## config.mk

```make
export PLATFORM = sky130hd
export DESIGN_NAME = mux_rr_reg
export DESIGN_NICKNAME = d
export VERILOG_FILES = /design/src/rtl/mux_rr_reg.sv
export SDC_FILE = /design/constraint.sdc
export NUM_CORES = 1
export LEC_CHECK = 0
export CAP_MARGIN = 20
export CORE_ASPECT_RATIO = 1.5
export CORE_MARGIN = 2
export CORE_UTILIZATION = 38
export CTS_CLUSTER_DIAMETER = 30
export DETAILED_ROUTE_END_ITERATION = 6
export HOLD_SLACK_MARGIN = 0.05
export PLACE_DENSITY_LB_ADDON = 0.05
export SLEW_MARGIN = 40
export SYNTH_ARGS = -nofsm -noshare
export SYNTH_HDL_FRONTEND = slang
export SYNTH_SLANG_ARGS = --single-unit
```

## constraint.sdc

```tcl
create_clock -name clk -period 3.2 [get_ports clk]
set_clock_uncertainty 0.2 [all_clocks]
set_input_delay 0.96 -clock clk [delete_from_list [all_inputs] [get_ports clk]]
set_output_delay 0.96 -clock clk [all_outputs]
set_load 0.1 [all_outputs]
```

## src/rtl/mux_rr_reg.sv

```systemverilog
// rtl/mux_rr_reg.sv - registered N-channel valid/ready mux with fixed-select and round-robin modes
module mux_rr_reg #(
   parameter int WIDTH = 8,
   parameter int NCH   = 4,
   parameter int SELW  = 2
) (
   input  logic                 clk,
   input  logic                 rst_n,
   input  logic                 mode,
   input  logic [SELW-1:0]      sel,
   input  logic [NCH*WIDTH-1:0] in_data,
   input  logic [NCH-1:0]       in_valid,
   output logic [NCH-1:0]       in_ready,
   output logic [WIDTH-1:0]     out_data,
   output logic [SELW-1:0]      out_sel,
   output logic                 out_valid,
   input  logic                 out_ready
);

   logic [WIDTH-1:0]     data_q, data_d;
   logic [SELW-1:0]      sel_q, sel_d;
   logic                 valid_q, valid_d;
   logic [SELW-1:0]      rr_ptr_q, rr_ptr_d;

   logic                 load_en;
   logic                 grant_vld;
   logic [SELW-1:0]      grant_idx;
   logic [WIDTH-1:0]     grant_data;
   logic [2**SELW-1:0]   vld_pad;
   logic [2**SELW-1:0]   rdy_pad;

   assign load_en = !valid_q || out_ready;

   // Padded valid vector lets an out-of-range sel index safely and read as "not valid".
   always_comb begin
      int cand;
      cand      = 0;
      vld_pad   = '0;
      vld_pad[NCH-1:0] = in_valid;
      grant_vld = 1'b0;
      grant_idx = '0;
      if (!mode) begin
         if (int'(sel) < NCH && vld_pad[sel]) begin
            grant_vld = 1'b1;
            grant_idx = sel;
         end
      end else begin
         // Walk offsets from farthest to nearest so the nearest valid channel after rr_ptr wins.
         for (int k = NCH; k >= 1; k--) begin
            cand = (int'(rr_ptr_q) + k) % NCH;
            if (vld_pad[cand[SELW-1:0]]) begin
               grant_vld = 1'b1;
               grant_idx = cand[SELW-1:0];
            end
         end
      end
   end

   assign grant_data = in_data[grant_idx*WIDTH +: WIDTH];

   always_comb begin
      rdy_pad = '0;
      if (load_en && grant_vld) begin
         rdy_pad[grant_idx] = 1'b1;
      end
   end

   assign in_ready = rdy_pad[NCH-1:0];

   always_comb begin
      data_d   = data_q;
      sel_d    = sel_q;
      valid_d  = valid_q;
      rr_ptr_d = rr_ptr_q;
      if (load_en) begin
         valid_d = grant_vld;
         if (grant_vld) begin
            data_d   = grant_data;
            sel_d    = grant_idx;
            rr_ptr_d = grant_idx;
         end
      end
   end

   always_ff @(posedge clk or negedge rst_n) begin
      if (!rst_n) begin
         data_q   <= '0;
         sel_q    <= '0;
         valid_q  <= 1'b0;
         rr_ptr_q <= SELW'(NCH - 1);
      end else begin
         data_q   <= data_d;
         sel_q    <= sel_d;
         valid_q  <= valid_d;
         rr_ptr_q <= rr_ptr_d;
      end
   end

   assign out_data  = data_q;
   assign out_sel   = sel_q;
   assign out_valid = valid_q;

endmodule

```

==> run summary <==
Status -> finished, violations left
Violated checks -> setup timing
Largest net degree at the start of global routing -> 17
Routed wire length -> 4446 um
Ratio of cells with drive above 1 in the final layout -> 0.4493
Critical-path cell list -> buf_12, o21ai_2, o21ai_2, a221oi_4, a21oi_2, nand2b_4, nor2_4, buf_12
Required time of the worst setup path -> 2.04 ns
Crit start category -> input pin
Post-synth ARST share -> 1.000
Diodes inserted -> 0
PwrDens -> 518.9 nW/um^2
Clock-pin slew on the worst setup and hold paths -> 0.06 ns
Switching Fraction -> 0.5029
Register area share after synthesis -> 0.2712
Tot GR Track Use -> 0.2481
Reg2reg path depth -> 9
Max IR drop VDD -> 370.9 uV
Max Buffers Root-to-Sink -> 2
TritonCTS clock tree -> built
Die Ht -> 73.07 um
Clock power share -> 0.129
Slew HR -> 0.5375
Synth warn -> 0
Worst Path Max Fanout -> 6
Die ar. -> 3657 sq um
Utilization after layout -> 0.7370
Global-route wire length before repair -> 6975 um
PortBufs -> 56
Register bit total from synthesis -> 13
DP Wirelength -> 3228 um
Worst hold endpoint -> out_sel[1]$_DFFE_PN0P_
Reg2Reg Capture Point -> out_data[6]$_DFFE_PN0P_
DRC errors left -> 0
Crit path arrival time -> 2.14 ns
Max incr delay on CP -> 0.29 ns
Placed cells -> 249
CP max-delay cell -> a221oi_4
Via count -> 1479
Worst-Margin Slew -> 0.6915 ns
Fmax -> 302.8 MHz
Crit share post-route -> 1.032
Synth Cell Area -> 1209 sq um
Die Width -> 50.05 um
Tmin final -> 3.303 ns
Final Net Count -> 270
Commonest cells after routing, fill and taps aside -> buf_4 (45), clkdlybuf4s50_1 (33), o21ai_0 (16)
Final worst slack -> -0.1028 ns
Vias in the first global route -> 1589
Main flop type after synthesis -> dfrtp_1
HP Start -> out_sel[1]$_DFFE_PN0P_
Worst r2r src -> rr_ptr_q[1]$_DFFE_PN1P_
1st-iter DRT viols -> 39
Core ar. -> 3097 sq um
Hold buffer count at cts -> 0
RSZ-0062 raised after global routing -> true
Initial core utilization -> 0.3903
Critical path type -> input pin to primary output
Leak pwr -> 0.9954 nW
ANT nets after route -> 0
CTS Buf Count -> 3
Routed len/inst -> 16.65 um
Reg2reg setup slack -> 0.66 ns
Grt ovf -> 0
Int Power -> 0.5886 mW
Mapped Avg Cell Area -> 8.758 sq um
Maximum Capacitance Violations -> 0
Area Growth Syn to Fin -> 88.82%
Max-slew violations -> 0
Root buffer cell -> clkbuf_8
P_sw -> 0.5956 mW
Cell count after synthesis -> 138
Share of power burned in registers -> 0.208
Sink Count -> 13
Pre-Repair DR Iteration Count -> 4
Post-Syn Nets -> 180
Row cnt -> 25
Post-synth EDFFs -> 0
HP Class -> flop to flop
Synth cell types -> 35
Clk_lat worst skew -> 0.25 ns
Drt via density -> 5.539
Final Setup Violations -> 3
Worst Hold Depth -> 1
Commonest non-fill, non-tap cell in the layout -> buf_4
Final Hold Fails -> 0
Boundary pin count -> 57
CTS HTree Levels -> 1
Critical path capture point type -> primary output
Combinational power share -> 0.663
Non-Filler Instances -> 267
Initial antenna violation count -> 0
Final GP Congestion -> 0.8144
Overall Power -> 1.184 mW
-- cell usage after synthesis, types with 2 or more instances --
library cell  instances  area share
a21oi_1               4       0.017
a221oi_1              7       0.051
a22oi_1               8       0.050
buf_2                 4       0.017
clkbuf_1              5       0.016
dfrtp_1              11        0.23
dfstp_2               2       0.043
inv_1                 3      0.0093
mux2_1                7       0.065
mux2_2                2       0.019
mux2i_1              13        0.11
nand2_1               6       0.019
nand2b_1              5       0.026
nand3_1               8       0.033
nor2_1                6       0.019
o21a_1                3       0.019
o21ai_0              18       0.075
o21ai_1               9       0.037
-- power groups by stage --
stage	sequential (mW)	clock (mW)	combinational [mW]
global route	0.252	0.164	0.821
global placement	0.241	0	0.718
detailed placement	0.245	0	0.726
CTS	0.243	0.157	0.760
floorplan	0.481	0	0.253
finish	0.246	0.153	0.785
-- flip-flops by register name, indices dropped and copies added, names as in the netlist --
signal and cells:
out_sel 2, rr_ptr_q 2, out_valid 1, out_data 8
-- critical path, delay by kind of cell --
family                 cells  cell delay (ns)
buffers and inverters      2             0.29
AO/OA/AOI/OAI              4             0.60
AND/OR/NAND/NOR            2             0.28
-- metrics by stage --
step / TNS (ns) / setup WS [ns] / hold slack, ns / area (sq um)
floorplan: -1.243 / -0.4521 / 0.3630 / 1270
global route: -0.4636 / -0.1819 / 0.3316 / 2282
global placement: -2.627 / -0.6557 / 0.2800 / 2026
detailed placement: -3.323 / -0.7125 / 0.2890 / 2026
finish: -0.2477 / -0.1028 / 0.2971 / 2282
CTS: -0.4263 / -0.1323 / 0.3030 / 2191
-- cells by family after synthesis --
group | Yosys count | synth area share
compound gates | 57 | 0.3333
mux | 23 | 0.2039
flops | 13 | 0.2712
simple gates | 32 | 0.1408
buf+inv | 13 | 0.05073
-- metal layers --
metal | share of wire | up-vias | GRT usage
met5 | 0 | - | 0
met4 | 0.013 | 0 | 0.08951
met3 | 0.047 | 6 | 0.03484
met2 | 0.57 | 49 | 0.4839
met1 | 0.37 | 718 | 0.2615
li1 | - | 706 | -
-- worst max path at each step --
stage	from	end	slack, ns	depth (start not counted)
2_1_floorplan	in_valid[1]	in_ready[2]	-0.45	7
5_1_grt	in_valid[1]	in_ready[2]	-0.18	8
4_1_cts	in_valid[1]	in_ready[3]	-0.13	8
3_5_place_dp	in_valid[1]	in_ready[0]	-0.71	8
3_3_place_gp	in_valid[1]	in_ready[0]	-0.66	8
6_report	in_valid[1]	in_ready[3]	-0.10	8
-- layout make-up --
type,count,area (sq um)
timing repair buffer,94,878.3
sequential,13,327.8
tap,40,50.05
multi-input combinational,113,969.7
fill,233,814.5
inverter,3,11.26
clock buffer,4,45.04
-- what timing repair did --
action | 4_1_cts | 5_1_grt
pin swaps | 12 | 8
gates resized for setup | 45 | 22
setup buffers | 12 | 2
setup endpoints to repair | 4 | 13
cloned | 0 | 1
No activity file was read; power rests on OpenSTA's default activity.
